[src/rtl/actor_port_pkg.sv]
// Shared definitions for the actor dataflow port protocol: COUNT field sizing,
// the single legal token count, and pointer-width sizing for token queues.
package actor_port_pkg;

  localparam int COUNT_W_DEF = 16;
  localparam int COUNT_ONE   = 1;

  // Address width needed to index a queue of the given depth.
  function automatic int ptr_width(input int depth);
    return $clog2(depth);
  endfunction

endpackage

[src/rtl/actor_token_queue_mem.sv]
// Token storage for actor_token_queue: DEPTH x WIDTH register array with one
// synchronous write port and one asynchronous read port.
module actor_token_queue_mem
  import actor_port_pkg::*;
#(
  parameter int WIDTH = 8,
  parameter int DEPTH = 4
) (
  input  logic                        i_clk,
  input  logic                        i_we,
  input  logic [ptr_width(DEPTH)-1:0] i_waddr,
  input  logic [WIDTH-1:0]            i_wdata,
  input  logic [ptr_width(DEPTH)-1:0] i_raddr,
  output logic [WIDTH-1:0]            o_rdata
);

  logic [WIDTH-1:0] r_mem [DEPTH];

  // NOTE: storage has no reset; stale entries are never visible because the
  // queue masks its read data with the occupancy-derived valid.
  always_ff @(posedge i_clk) begin
    if (i_we) r_mem[i_waddr] <= i_wdata;
  end

  assign o_rdata = r_mem[i_raddr];

endmodule

[src/rtl/actor_token_queue.sv]
// Single-clock first-word-fall-through token FIFO joining an actor output port
// (write side) to an actor input port (read side), with sticky error flags.
module actor_token_queue
  import actor_port_pkg::*;
#(
  parameter int WIDTH   = 8,
  parameter int DEPTH   = 4,
  parameter int COUNT_W = COUNT_W_DEF
) (
  input  logic               CLK,
  input  logic               RESET,
  input  logic [WIDTH-1:0]   In_DATA,
  input  logic               In_SEND,
  input  logic [COUNT_W-1:0] In_COUNT,
  output logic               In_RDY,
  output logic               In_ACK,
  output logic [WIDTH-1:0]   Out_DATA,
  output logic               Out_SEND,
  output logic [COUNT_W-1:0] Out_COUNT,
  input  logic               Out_ACK,
  output logic               Err_OVF,
  output logic               Err_CNT
);

  localparam int                 PTR_W    = ptr_width(DEPTH);
  localparam logic [PTR_W-1:0]   PTR_INC  = PTR_W'(1);
  localparam logic [PTR_W:0]     CNT_INC  = (PTR_W + 1)'(1);
  localparam logic [PTR_W:0]     CNT_FULL = (PTR_W + 1)'(DEPTH);
  localparam logic [COUNT_W-1:0] TOK_ONE  = COUNT_W'(COUNT_ONE);

  logic [PTR_W-1:0] r_wr_ptr;
  logic [PTR_W-1:0] r_rd_ptr;
  logic [PTR_W:0]   r_count;
  logic             r_in_ack;
  logic             r_err_ovf;
  logic             r_err_cnt;

  logic             w_full;
  logic             w_in_rdy;
  logic             w_out_send;
  logic             w_push;
  logic             w_pop;
  logic [WIDTH-1:0] w_rd_data;

  assign w_full     = (r_count == CNT_FULL);
  // Gated by RESET so the producer sees no space while the queue is held clear.
  assign w_in_rdy   = RESET & ~w_full;
  assign w_out_send = (r_count != '0);
  assign w_push     = In_SEND & w_in_rdy;
  assign w_pop      = Out_ACK & w_out_send;

  actor_token_queue_mem #(
    .WIDTH (WIDTH),
    .DEPTH (DEPTH)
  ) u_mem (
    .i_clk   (CLK),
    .i_we    (w_push),
    .i_waddr (r_wr_ptr),
    .i_wdata (In_DATA),
    .i_raddr (r_rd_ptr),
    .o_rdata (w_rd_data)
  );

  // NOTE: all state uses non-blocking assignments so every register samples
  // pre-edge values regardless of statement order.
  always_ff @(posedge CLK or negedge RESET) begin
    if (!RESET) begin
      r_wr_ptr  <= '0;
      r_rd_ptr  <= '0;
      r_count   <= '0;
      r_in_ack  <= 1'b0;
      r_err_ovf <= 1'b0;
      r_err_cnt <= 1'b0;
    end else begin
      r_in_ack <= w_push;
      if (w_push) r_wr_ptr <= r_wr_ptr + PTR_INC;
      if (w_pop)  r_rd_ptr <= r_rd_ptr + PTR_INC;
      case ({w_push, w_pop})
        2'b10:   r_count <= r_count + CNT_INC;
        2'b01:   r_count <= r_count - CNT_INC;
        default: r_count <= r_count;
      endcase
      if (In_SEND && w_full)               r_err_ovf <= 1'b1;
      if (w_push && (In_COUNT != TOK_ONE)) r_err_cnt <= 1'b1;
    end
  end

  assign In_RDY    = w_in_rdy;
  assign In_ACK    = r_in_ack;
  assign Out_SEND  = w_out_send;
  assign Out_DATA  = w_out_send ? w_rd_data : '0;
  assign Out_COUNT = COUNT_W'(r_count);
  assign Err_OVF   = r_err_ovf;
  assign Err_CNT   = r_err_cnt;

endmodule

[config.mk]
export PLATFORM = sky130hd
export DESIGN_NAME = actor_token_queue
export DESIGN_NICKNAME = d
export VERILOG_FILES = /design/src/rtl/actor_port_pkg.sv /design/src/rtl/actor_token_queue_mem.sv /design/src/rtl/actor_token_queue.sv
export SDC_FILE = /design/constraint.sdc
export NUM_CORES = 1
export LEC_CHECK = 0
export ABC_AREA = 1
export CORE_ASPECT_RATIO = 0.7
export CORE_MARGIN = 2
export CORE_UTILIZATION = 40
export CTS_CLUSTER_DIAMETER = 150
export DETAILED_ROUTE_END_ITERATION = 6
export GPL_TIMING_DRIVEN = 0
export PLACE_DENSITY_LB_ADDON = 0.1
export SKIP_LAST_GASP = 1
export SLEW_MARGIN = 20
export SYNTH_ARGS = -nofsm -noshare
export SYNTH_HDL_FRONTEND = slang
export SYNTH_SLANG_ARGS = --single-unit
[constraint.sdc]
create_clock -name CLK -period 4.45 [get_ports CLK]
set_input_delay 0.6675 -clock CLK [delete_from_list [all_inputs] [get_ports CLK]]
set_output_delay 0.6675 -clock CLK [all_outputs]
set_load 0.02 [all_outputs]
Yosys cells after proc, flatten, opt, wreduce, memory -nomap -nowiden
Memory sizes are Yosys's and may differ from the RTL's.
Cells that the tools add are included.
{"block": "totals", "rom_bits": 0, "ramBits": 32, "output_inout_bits": 29, "latchBits": 0, "ff_bits": 10, "in_bits": 28, "mem_count": 1, "wordCells": 27}
{"memory": "u_mem.r_mem", "words": 4, "width": 8, "read_ports": 1, "rd_clocked_by_memory_dff": 0, "wr": 1, "line": "actor_token_queue_mem.sv:17", "text": "logic [WIDTH-1:0] r_mem [DEPTH];"}
{"block": "classes", "eq_ne": 4, "n_mux": 4, "n_lt_le_gt_ge": 0, "n_bitwise": 4, "multipliers": 0, "div": 0, "addsub": 4, "shifts": 0, "n_reduce_logical": 4}
{"cell": "inequality test 16 x 1 -> 1 bit (second input constant)", "n": 1}
{"cell": "2-to-1 mux 8 bit", "n": 1}
{"cell": "one-hot mux 3 bit (2 select lines)", "n": 1}
{"cell": "adder 2 x 1 -> 2 bit (second input constant)", "n": 2}
{"cell": "adder 3 x 1 -> 3 bit (second input constant)", "n": 1}
{"cell": "AND 1 bit", "n": 3}
{"cell": "equality test 3 bit (second input constant)", "n": 1}
{"cell": "nonzero test 3 bit", "n": 1}
{"cell": "subtractor 3 x 1 -> 3 bit (second input constant)", "n": 1}
{"cell": "equality test 2 x 1 -> 1 bit (second input constant)", "n": 1}
{"cell": "equality test 2 bit (second input constant)", "n": 1}
{"cell": "logical AND 1 bit", "n": 2}
{"cell": "2-to-1 mux 1 bit", "n": 2}
{"cell": "nonzero test 2 bit", "n": 1}
{"cell": "inverter 1 bit", "n": 1}

Logic depth before layout (Yosys ltp)
Gate-level depths: netlist (run 1).
{"block": "depth", "word_depth": 6, "depth_mapped": 10, "ltp_nobuf": 10}

Hierarchy
Synthesis (run 1) repeated with hierarchy kept, for this count alone.
{"block": "hier_totals", "hier_cells": 226, "area_unflattened_um2": 2129.5}
{"module": "actor_token_queue_mem", "instances": 1, "seq_area_each_um2": 960.9, "cells_each": 133, "area_each_um2": 1387.6}
{"module": "actor_token_queue", "instances": 1, "seq_area_each_um2": 250.2, "cells_each": 93, "area_each_um2": 742.0}

Least setup slack after synthesis (run 1)
No wires, ideal clock.
{"block": "synth_timing", "path_type": "register to register", "start": "register r_count[0]", "end": "register r_count[2]", "path_stages_with_launch": 11, "n_path_buf": 0, "setup_slack_ns": 2.285, "arrival_time_ns": 2.085, "required_time_ns": 4.371, "setup_ns": 0.079, "period_less_slack_ns": 2.165, "cell_sequence": "dfrtp_1 > inv_1 > nand3_1 > nand2_1 > inv_1 > ha_1 > inv_1 > fa_1 > or2_2 > nand2_1 > xor2_1"}
{"block": "synth_via", "elab_cells_between_ends": 12, "cone_classes": "add/sub: 2; eq/ne: 3; mux: 1; bitwise: 4; reduce/logical: 2"}
{"item": "from (decl)", "line": "actor_token_queue.sv:33", "text": "logic [PTR_W:0] r_count;"}
{"item": "from (signal assigned)", "line": "actor_token_queue.sv:79", "text": "2'b10: r_count <= r_count + CNT_INC;"}
{"item": "from (signal assigned)", "line": "actor_token_queue.sv:80", "text": "2'b01: r_count <= r_count - CNT_INC;"}
{"item": "from (signal assigned)", "line": "actor_token_queue.sv:81", "text": "default: r_count <= r_count;"}
{"item": "nonzero test 3 bit *", "line": "actor_token_queue.sv:48", "text": "assign w_out_send = (r_count != '0);"}
{"item": "via Out_SEND", "line": "actor_token_queue.sv:18", "text": "output logic Out_SEND,"}
{"item": "AND 1 bit *", "line": "actor_token_queue.sv:50", "text": "assign w_pop = Out_ACK & w_out_send;"}
{"item": "via w_pop", "line": "actor_token_queue.sv:42", "text": "logic w_pop;"}
{"item": "equality test 2 x 1 -> 1 bit / equality test 2 bit (equally long branches)", "line": "actor_token_queue.sv:78", "text": "case ({w_push, w_pop})"}
{"item": "one-hot mux 3 bit (2 select lines) / nonzero test 2 bit (equally long branches)"}
The timed path passes the listed nets; every way through them passes the cells marked *.
A chain may end at the register's enable or synchronous reset.

Final worst setup path (run 1)
{"block": "layout_timing", "start": "input port RESET", "end": "output port In_RDY"}
{"block": "layout_via", "elab_chain_len": 1}
{"item": "from (decl)", "line": "actor_token_queue.sv:11", "text": "input logic RESET,"}
{"item": "AND 1 bit", "line": "actor_token_queue.sv:47", "text": "assign w_in_rdy = RESET & ~w_full;"}
{"item": "to (decl)", "line": "actor_token_queue.sv:15", "text": "output logic In_RDY,"}
Every way passes these cells.

==> parameters.txt, run 1 <==
Parameter                              Value

CTS
  CTS tree    yes
  Maximum clock path buffer count    2
  H-tree depth    2
  Clock insertion delay at the later pin of the skew report    0.30 ns
  Number of hold buffers added after cts    0
  Setup repair bufs after CTS    0
  Num Clock Sinks    42
  Number of cells upsized or downsized after cts    0
  Post-CTS clock slew at the launch and capture registers of the worst setup and hold paths    roughly 0.080 ns
  Cell at the root of the clock tree    clkbuf_8
  TritonCTS Buffers    5

Synthesis
  Cell types occupying the most area after synthesis    edfxtp_1 (49%), dfrtp_1 (13%), nor2_1 (8.6%)
  Primary FF master, synth    edfxtp_1
  Number of synthesized flops with an enable pin    32
  Sequential fraction of the synthesis area    61.5%
  Number of synthesized register bits    42
  Top-area cell type share of the netlist area    48.8%
  Most frequently used cell type in the post-synthesis netlist    nor2_1
  Share of synthesized flip-flops with an asynchronous set or reset    roughly a quarter
  Cell area after synthesis    1970 um^2
  Synth warn    0
  Per-instance average area after synthesis    about 11 um^2
  Netlist cell types    22
  Synthesized netlist cell count    185
  Commonest cells in the synthesized netlist    nor2_1 (45), edfxtp_1 (32), nand2_1 (18), inv_1 (16), buf_4 (13)
  Leading area contributor after synthesis    edfxtp_1

Floorplan
  Die Wd    roughly 88 um
  Placeable core region    4760 um^2
  Top-Level Pins    57
  Starting density of the core    41.4%
  DIE HEIGHT    approximately 63 um
  Num rows    21
  Die area    approximately 5500 um^2

Job
  Number of max-capacitance violations reported    0

Timing
  Final worst path period share    65.8%
  Final TNS setup    0 ns
  Final Hold Violating Endpoints    0
  Min Clock Period, post-route    2.93 ns
  Max-slew violations    0
  Final setup fails    0
  Actual transition at the worst max-transition pin    0.862 ns
  Setup repair after global routing missed its margin    no
  Clock skew after layout    0.00925 ns
  Max Clk Rate    342 MHz
  PnR worst setup slack    1.52 ns
  Worst slew margin relative to its limit    42.3%

Global routing
  Initial antenna violation count    0
  Via count of the first global-routing pass    ~1200
  Pin count of the biggest net entering global routing    16
  Global-route wire length before repair    about 6100 um
  Overall routing resource usage    14.8%
  Total global routing overflow    0

Worst setup path
  Endpoint of the lowest-slack register-to-register path    r_count[2]
  Peak per-stage delay on the critical path    roughly 0.8 ns
  CP max-delay cell    clkdlybuf4s50_1
  Biggest fanout along the worst timing path    12
  Critical path buffers and inverters    3
  Cell repeated most along the worst path    clkdlybuf4s50_1
  Reg2reg start    r_count[0]
  FF-to-FF path depth    9
  Kind of cell with the highest combined delay on the critical path    buffers and inverters
  Cell chain of the critical path    clkdlybuf4s50_1 -> nand2_1 -> inv_1 -> clkdlybuf4s50_1
  Required time reported for the critical path endpoint    around 3.8 ns
  Crit path kind    in2out
  CP Launch Type    input port
  Type of element capturing the critical path    output pin
  Worst EP arrival    2.26 ns
  Worst-case register-to-register setup slack    2.42 ns

Placed design
  Detailed-placement wirelength estimate    2610 um
  Last weighted congestion value of the routability-driven placer    0.735
  Post-place setup slack    between 1 and 1.5 ns
  Port Buffers    43

Routing
  Remaining design rule violation count    0
  Routed vias    1322
  Drt pass-1 iters    4
  Aggregate routed wire length    3660 um
  Antenna Nets Post-Route    0
  Iteration-0 DRC count of the detailed router    47
  Per-cell via count in the routed design    approximately 4.2
  Post-detailed-route wirelength per cell    roughly 12 um

Worst hold path
  Instance count along the most critical hold path    2
  Endpoint of the worst hold-timing path    Err_CNT
  Tightest Hold Check Type    reg2reg
  Startpoint of the most critical hold path    Err_CNT

Layout
  Area overhead of the layout relative to synthesis    33.3%
  Ant. Diodes    0
  Fraction of final layout cells sized beyond drive strength 1    12.9%
  Nets    281

Power
  Largest vdd supply drop    between 0.2 and 0.3 mV
  Pwr per Cell Area    580 nW/um^2
  Leakage    1.07 nW

Run status
  Run status    finished clean
-- power by group --
group	switching (mW)	internal (mW)	total, mW
clock	0.137	0.113	0.250
sequential	0.0324	0.491	0.523
combinational	0.418	0.330	0.747
-- cell type report --
type	count	area (um^2)
Fill cell	410	2130
Sequential cell	42	1210
Multi-Input combinational cell	119	579
Timing Repair Buffer	43	430
Buffer	17	151
Tap cell	69	86.3
Inverter	19	71.3
Clock buffer	5	68.8
Clock inverter	3	25.0
-- cell usage in the layout, fill, tap and decap left out --
master	Yosys	routed
o21ai_1	9	9
xnor2_1	1	1
buf_4	13	13
dfrtp_1	10	10
buf_12	1	1
inv_2	3	3
nor2_1	45	45
o21bai_1	1	1
clkinv_4	0	1
buf_6	3	3
ha_1	5	5
xor2_1	2	2
clkbuf_8	0	5
nand3_1	2	2
clkdlybuf4s50_1	0	43
nand2_1	18	18
inv_1	16	16
fa_1	1	1
o21ai_0	9	9
a21oi_1	9	9
inv_6	0	1
nand3_2	2	2
nor2_2	1	1
or2_2	1	1
clkinvlp_4	0	1
conb_1	1	13
edfxtp_1	32	32
-- tightest hold or removal path: stages, from the launching register on --
cell	delay (ns)
dfrtp_1	0.35
inv_1	0.04
nand2_1	0.05
-- how the worst max path moves through the flow --
stage,startpoint,end,slack [ns],cells past startpoint
detailed placement,RESET,In_RDY,1.47,4
floorplan,r_count[0],r_count[2],2.29,10
finish,RESET,In_RDY,1.52,4
global placement,RESET,In_RDY,1.51,4
CTS,RESET,In_RDY,1.48,4
global route,RESET,In_RDY,1.38,4
-- per-layer routing --
layer	vias up	global-route usage [%]	part of all wire, %
met5	-	0	0
met4	0	4.04	0.74
met3	4	4.10	4.9
met2	34	23.3	45
met1	580	20.4	49
li1	704	-	-
-- registers in the layout (all words and copies together), names as in the netlist --
register     cells
r_rd_ptr         2
r_wr_ptr         2
r_count          3
u_mem.r_mem     32
Err_CNT          1
In_ACK           1
Err_OVF          1
-- metrics by stage --
step / area [um^2] / power, mW / util [%] / std cells / hold WS (ns)
6_report: 2620 / 1.52 / 55.2 / 317 / 0.472
3_3_place_gp: 2530 / 1.28 / 53.2 / 309 / 0.451
4_1_cts: 2620 / 1.54 / 55.2 / 317 / 0.479
2_1_floorplan: 2010 / 1.00 / - / 197 / 0.372
5_1_grt: 2620 / 1.64 / 55.2 / 317 / 0.496
3_5_place_dp: 2530 / 1.29 / 53.2 / 309 / 0.457
-- cells by family (layout without fill, tap and decap cells) --
family,after synthesis,count (layout),share of synthesized area [%]
simple gates,69,69,14.2
flops,42,42,61.5
buf+inv,36,87,11.3
other cells,1,13,0.191
xor+xnor,3,3,1.34
compound gates,28,28,7.25
fa+ha+maj,6,6,4.20
Power figures use the tool's default switching activity.
==> run 2: changes to the inputs <==
clock period = 2.5 ns   (was 4.45 ns; I/O delays follow)
==> run 2 against run 1 <==
  * Worst setup slack worse by 1.4 ns
  * Core utilization is 0.11 points higher
  * Sequential share of layout area is 0.088 points lower
==> parameters.txt, run 2 (synthesis results as in run 1) <==
Parameter                              Value

Timing
  Min Clock Period, post-route    roughly 2.4 ns
  Worst slew margin relative to its limit    42.2% (was 42.3%)
  PnR worst setup slack    0.129 ns (was 1.52 ns)
  Actual transition at the worst max-transition pin    0.864 ns (was 0.862 ns)
  Final worst path period share    94.9%
  Final TNS setup    0 ns (unchanged)
  Clock skew after layout    0.00918 ns (was 0.00925 ns)
  Max-slew violations    0 (unchanged)
  Final Hold Violating Endpoints    0 (unchanged)
  Final setup fails    0 (unchanged)
  Setup repair after global routing missed its margin    no (unchanged)
  Max Clk Rate    422 MHz

Global routing
  Initial antenna violation count    0 (unchanged)
  Overall routing resource usage    14.8% (unchanged)
  Global-route met3 utilization    4.10% (unchanged)
  GRT busiest layer    met2 (unchanged)
  Via count of the first global-routing pass    1245 (unchanged)
  GR Layer Usage met1    20.4% (unchanged)
  Pin count of the biggest net entering global routing    16 (unchanged)
  Global-route wire length before repair    6070 um (unchanged)
  Met2 capacity usage during global routing    23.3% (unchanged)
  Total global routing overflow    0 (unchanged)

Layout
  Filler Cell Count    410 (unchanged)
  Most frequent cells in the layout    nor2_1 (45), clkdlybuf4s50_1 (41), edfxtp_1 (32), nand2_1 (18), inv_1 (16) (was nor2_1 (45), clkdlybuf4s50_1 (43), edfxtp_1 (32), nand2_1 (18), inv_1 (16))
  Flip-flop count of the largest register, all copies and words added    32 (unchanged)
  Ant. Diodes    0 (unchanged)
  Register with the highest flop count    u_mem.r_mem (unchanged)
  Cell Count, Final, Fillers Out    317 (unchanged)
  Area overhead of the layout relative to synthesis    33.6% (was 33.3%)
  Regs by FF count    u_mem.r_mem x32, r_count x3 (unchanged)
  Nets    281 (unchanged)
  Fraction of final layout cells sized beyond drive strength 1    12.9% (unchanged)
  Commonest non-fill, non-tap cell in the layout    nor2_1 (unchanged)
  Final standard cell utilization of the core    55.3% (was 55.2%)

Worst setup path
  Biggest fanout along the worst timing path    10 (was 12)
  Crit path kind    reg2out (was in2out)
  CP Launch Type    register (was input port)
  Reg2reg start    r_count[0] (unchanged)
  Type of element capturing the critical path    output pin (unchanged)
  Required time reported for the critical path endpoint    2.12 ns (was 3.78 ns)
  Worst EP arrival    2.00 ns (was 2.26 ns)
  FF-to-FF path depth    9 (unchanged)
  Start point of the critical path    r_rd_ptr[0] (was RESET)
  Endpoint of the lowest-slack register-to-register path    r_count[2] (unchanged)
  Worst-case register-to-register setup slack    0.48 ns (was 2.42 ns)
  Worst setup path endpoint    Out_DATA[0] (was In_RDY)

Power
  Pwr per Cell Area    1030 nW/um^2 (was 580 nW/um^2)
  Leakage    1.09 nW (was 1.07 nW)
  Largest vdd supply drop    0.514 mV (was 0.298 mV)

Placed design
  Post-place setup slack    -0.177 ns (was 1.47 ns)
  Port Buffers    43 (unchanged)
  Placed cells    309 (unchanged)
  Last weighted congestion value of the routability-driven placer    0.735 (unchanged)
  Detailed-placement wirelength estimate    2610 um (unchanged)

Routing
  Post-detailed-route wirelength per cell    11.6 um (was 11.5 um)
  Aggregate routed wire length    3670 um (was 3660 um)
  Iteration-0 DRC count of the detailed router    48 (was 47)
  Per-cell via count in the routed design    4.17 (about the same)
  Remaining design rule violation count    0 (unchanged)
  Routed vias    1321 (was 1322)
  Antenna Nets Post-Route    0 (unchanged)
  Drt pass-1 iters    4 (unchanged)

Floorplan
  Num rows    21 (unchanged)
  Top-Level Pins    57 (unchanged)
  Die Wd    87.8 um (unchanged)
  Die area    5510 um^2 (unchanged)
  DIE HEIGHT    62.7 um (unchanged)
  Placeable core region    4760 um^2 (unchanged)
  Starting density of the core    41.4% (unchanged)

Worst hold path
  Tightest Hold Check Type    in2async (was reg2reg)

CTS
  TritonCTS Buffers    5 (unchanged)
  H-tree depth    2 (unchanged)
  Number of cells upsized or downsized after cts    0 (unchanged)
  CTS tree    yes (unchanged)
  Maximum clock path buffer count    2 (unchanged)
  Num Clock Sinks    42 (unchanged)
  Post-CTS clock slew at the launch and capture registers of the worst setup and hold paths    0.09 ns (was 0.08 ns)
  Setup repair bufs after CTS    0 (unchanged)
  Clock insertion delay at the later pin of the skew report    0.30 ns (about the same)
  Number of hold buffers added after cts    0 (unchanged)
  Cell at the root of the clock tree    clkbuf_8 (unchanged)

Run status
  Run status    finished clean (unchanged)

Job
  Number of max-capacitance violations reported    0 (unchanged)
run 2: cell count changes in the layout (fill, tap and decap cells not counted):
cell	previous run	this run
dlymetal6s2s_1	0	2
clkdlybuf4s50_1	43	41
run 2: worst min path at each step:
stage / to / cells past startpoint / from / slack (ns)
final: Err_OVF / 1 / RESET / 0.04
after global routing: r_wr_ptr[1] / 1 / RESET / 0.07
after CTS: Err_OVF / 1 / RESET / 0.44
after detailed placement: Err_CNT / 2 / Err_CNT / 0.46
after global placement: Err_CNT / 2 / Err_CNT / 0.45
after floorplan: Err_CNT / 0 / RESET / 0.08
run 2: through the flow:
step                instance area, um^2  hold WS, ns  power, mW
detailed placement                 2530        0.457       2.29
floorplan                          2010       0.0794       1.78
finish                             2630       0.0443       2.70
global route                       2630       0.0727       2.91
CTS                                2620        0.443       2.74
global placement                   2530        0.451       2.28
run 2: metal layers:
metal / part of all wire, % / vias up
li1: - / 704
met1: 48 / 577
met2: 45 / 36
met3: 5.6 / 4
met4: 0.74 / 0
met5: 0 / -
run 2: power breakdown:
part	switching, mW	leakage, nW	internal [mW]
clock network	0.244	0.0447	0.201
registers	0.0576	0.405	0.874
logic	0.743	0.641	0.584
run 2: worst max-delay path: stages (launching register included):
cell and delay (ns):
dfrtp_1 0.38, buf_6 0.14, inv_2 0.15, buf_6 0.18, o21ai_1 0.08, a21oi_1 0.14
clkdlybuf4s50_1 0.62
run 2: cell type report:
cell class / count / area (um^2) / share of cell area [%]
tap: 69 / 86.3 / 3.28
multi-input combinational: 119 / 579 / 22.0
inverter: 19 / 71.3 / 2.71
clock inverter: 3 / 25.0 / 0.952
timing repair buffer: 43 / 435 / 16.6
sequential: 42 / 1210 / 46.1
clock buffer: 5 / 68.8 / 2.62
buffer: 17 / 151 / 5.76
==> run 3: changes to the inputs <==
ABC_CLOCK_PERIOD_IN_PS = 2500   (was default)
SETUP_SLACK_MARGIN = 0.4   (was default)
SLEW_MARGIN = default   (was 20)
==> run 3 against run 2 <==
  * Via count up 3.6%
  * Sequential power about the same
  * Worst setup slack better by 0.32 ns
  * Die area unchanged
  * Combinational power down 6%
  * Global-route usage down 1.1 points
  * Non-clock buffer count up 1
  * Register-to-register slack better by 0.09 ns
  * Critical path type unchanged
==> parameters.txt, run 3 (synthesis results as in run 1) <==
Parameter                              Value

Routing
  Drt pass-1 iters    4 (unchanged)
  Iteration-0 DRC count of the detailed router    46 (was 48)
  Remaining design rule violation count    0 (unchanged)
  Routed vias    1369 (was 1321)
  Per-cell via count in the routed design    4.31 (was 4.17)
  Post-detailed-route wirelength per cell    11.5 um (was 11.6 um)
  Antenna Nets Post-Route    0 (unchanged)
  Aggregate routed wire length    3640 um (was 3670 um)

Worst setup path
  Cell chain of the critical path    buf_6 -> inv_2 -> buf_6 -> o21ai_1 -> a21oi_1 -> clkdlybuf4s15_1 (was buf_6 -> inv_2 -> buf_6 -> o21ai_1 -> a21oi_1 -> clkdlybuf4s50_1)
  CP max-delay cell    dfrtp_1 (was clkdlybuf4s50_1)
  Reg2reg start    r_count[0] (unchanged)
  Cell repeated most along the worst path    buf_6 (unchanged)
  Biggest fanout along the worst timing path    10 (unchanged)
  CP Launch Type    register (unchanged)
  Start point of the critical path    r_rd_ptr[0] (unchanged)
  Crit path kind    reg2out (unchanged)
  Worst EP arrival    1.68 ns (was 2.00 ns)
  Critical path buffers and inverters    4 (unchanged)
  Peak per-stage delay on the critical path    0.38 ns (was 0.62 ns)
  Type of element capturing the critical path    output pin (unchanged)
  Kind of cell with the highest combined delay on the critical path    buffers and inverters (unchanged)
  Required time reported for the critical path endpoint    2.12 ns (about the same)

Floorplan
  Top-Level Pins    57 (unchanged)
  DIE HEIGHT    62.7 um (unchanged)
  Die Wd    87.8 um (unchanged)
  Starting density of the core    41.4% (unchanged)
  Placeable core region    4760 um^2 (unchanged)
  Num rows    21 (unchanged)
  Die area    5510 um^2 (unchanged)

Placed design
  Detailed-placement wirelength estimate    2580 um (was 2610 um)
  Last weighted congestion value of the routability-driven placer    0.714 (was 0.735)
  Port Buffers    43 (unchanged)

Layout
  Register with the highest flop count    u_mem.r_mem (unchanged)
  Commonest non-fill, non-tap cell in the layout    nor2_1 (unchanged)
  Most frequent cells in the layout    nor2_1 (45), clkdlybuf4s50_1 (34), edfxtp_1 (32), nand2_1 (18) (was nor2_1 (45), clkdlybuf4s50_1 (41), edfxtp_1 (32), nand2_1 (18), inv_1 (16))
  Nets    282 (was 281)
  Regs by FF count    u_mem.r_mem x32, r_count x3 (unchanged)
  Ant. Diodes    0 (unchanged)
  Flip-flop count of the largest register, all copies and words added    32 (unchanged)
  Fraction of final layout cells sized beyond drive strength 1    16.9% (was 12.9%)
  Area overhead of the layout relative to synthesis    32.2% (was 33.6%)

CTS
  CTS tree    yes (unchanged)
  Cell at the root of the clock tree    clkbuf_8 (unchanged)
  Post-CTS clock slew at the launch and capture registers of the worst setup and hold paths    0.07 ns (was 0.09 ns)
  Clock insertion delay at the later pin of the skew report    0.29 ns (was 0.30 ns)
  Maximum clock path buffer count    2 (unchanged)
  H-tree depth    2 (unchanged)
  TritonCTS Buffers    5 (unchanged)
  Num Clock Sinks    42 (unchanged)

Timing
  Max Clk Rate    488 MHz (was 422 MHz)
  Final Hold Violating Endpoints    0 (unchanged)
  Final worst path period share    82.0% (was 94.9%)
  Actual transition at the worst max-transition pin    0.797 ns (was 0.864 ns)
  Max-slew violations    0 (unchanged)
  Final-layout worst hold slack    0.449 ns (was 0.0443 ns)
  Final setup fails    0 (unchanged)
  Setup repair after global routing missed its margin    yes (was no)
  Worst slew margin relative to its limit    46.7% (was 42.2%)
  Min Clock Period, post-route    2.05 ns (was 2.37 ns)
  Final TNS setup    0 ns (unchanged)
  Clock skew after layout    0.00326 ns (was 0.00918 ns)

Power
  Total power    2.60 mW (was 2.70 mW)
  Largest vdd supply drop    0.428 mV (was 0.514 mV)
  Pwr per Cell Area    998 nW/um^2 (was 1030 nW/um^2)
  Leakage    1.08 nW (was 1.09 nW)

Global routing
  Total global routing overflow    0 (unchanged)
  Overall routing resource usage    13.8% (was 14.8%)
  Via count of the first global-routing pass    1228 (was 1245)
  Global-route wire length before repair    5550 um (was 6070 um)
  Pin count of the biggest net entering global routing    14 (was 16)
  Initial antenna violation count    0 (unchanged)

Worst hold path
  Tightest Hold Check Type    in2reg (was in2async)
  Startpoint of the most critical hold path    RESET

Job
  Number of max-capacitance violations reported    0 (unchanged)

Run status
  Run status    finished clean (unchanged)
[run 3: cell count changes in the layout (fill, tap and decap cells not counted), moves of 2 or more]
| cell | delta |
|---|---|
| dlymetal6s2s_1 | -2 |
| inv_2 | +3 |
| clkbuf_2 | +7 |
| clkdlybuf4s50_1 | -7 |
| inv_1 | -3 |
[run 3: tightest hold or removal path, delay by kind of cell]
kind | cells | cell delay (ns)
buffers and inverters | 2 | 0.18
and+or+nand+nor | 1 | 0.14
[run 3: layout make-up]
| class | count | area (um^2) |
|---|---|---|
| fillers | 436 | 2150 |
| flip-flops and latches | 42 | 1210 |
| multi-input cells | 119 | 592 |
| repair buffers | 44 | 404 |
| plain buffers | 17 | 151 |
| well taps | 69 | 86.3 |
| inverters | 19 | 71.3 |
| clock buffers | 5 | 68.8 |
| clock inverters | 3 | 16.3 |
[run 3: per-stage QoR]
step / util, % / instance area (um^2) / cells / setup slack [ns]
floorplan: - / 2020 / 197 / 0.448
global placement: 53.3 / 2530 / 309 / -0.0984
detailed placement: 53.3 / 2530 / 309 / -0.137
CTS: 54.9 / 2610 / 317 / 0.389
global route: 54.7 / 2600 / 318 / 0.328
finish: 54.7 / 2600 / 318 / 0.450
[run 3: final timing paths]
path / endpoint / slack, ns / cells past startpoint
worst max-delay path: Out_DATA[6] / 0.45 / 6
worst min-delay path: In_ACK / 0.45 / 3
worst max register to register: r_count[2] / 0.57 / 9
worst min register to register: Err_CNT / 0.47 / 2
max in group asynchronous: r_wr_ptr[1] / 1.56 / 2
min in group asynchronous: Err_OVF / 0.63 / 2
[run 3: power breakdown]
group          internal, mW  leakage (nW)  switching, mW
logic                 0.498         0.630          0.757
registers             0.875         0.405         0.0585
clock network         0.191        0.0416          0.218
total                  1.56          1.08           1.03
[run 3: routing by layer]
layer	vias up	part of all wire (%)	track usage (%)
met5	-	0	0
met4	0	0.74	4.42
met3	4	9.1	6.47
met2	53	44	20.1
met1	610	46	18.2
li1	702	-	-
[run 3: repair_timing]
item,in CTS,in global routing
endpoints found under the hold margin,0,10
gates resized for setup,11,17
setup buffers,0,0
setup endpoints to repair,43,11
hold buffers,0,1
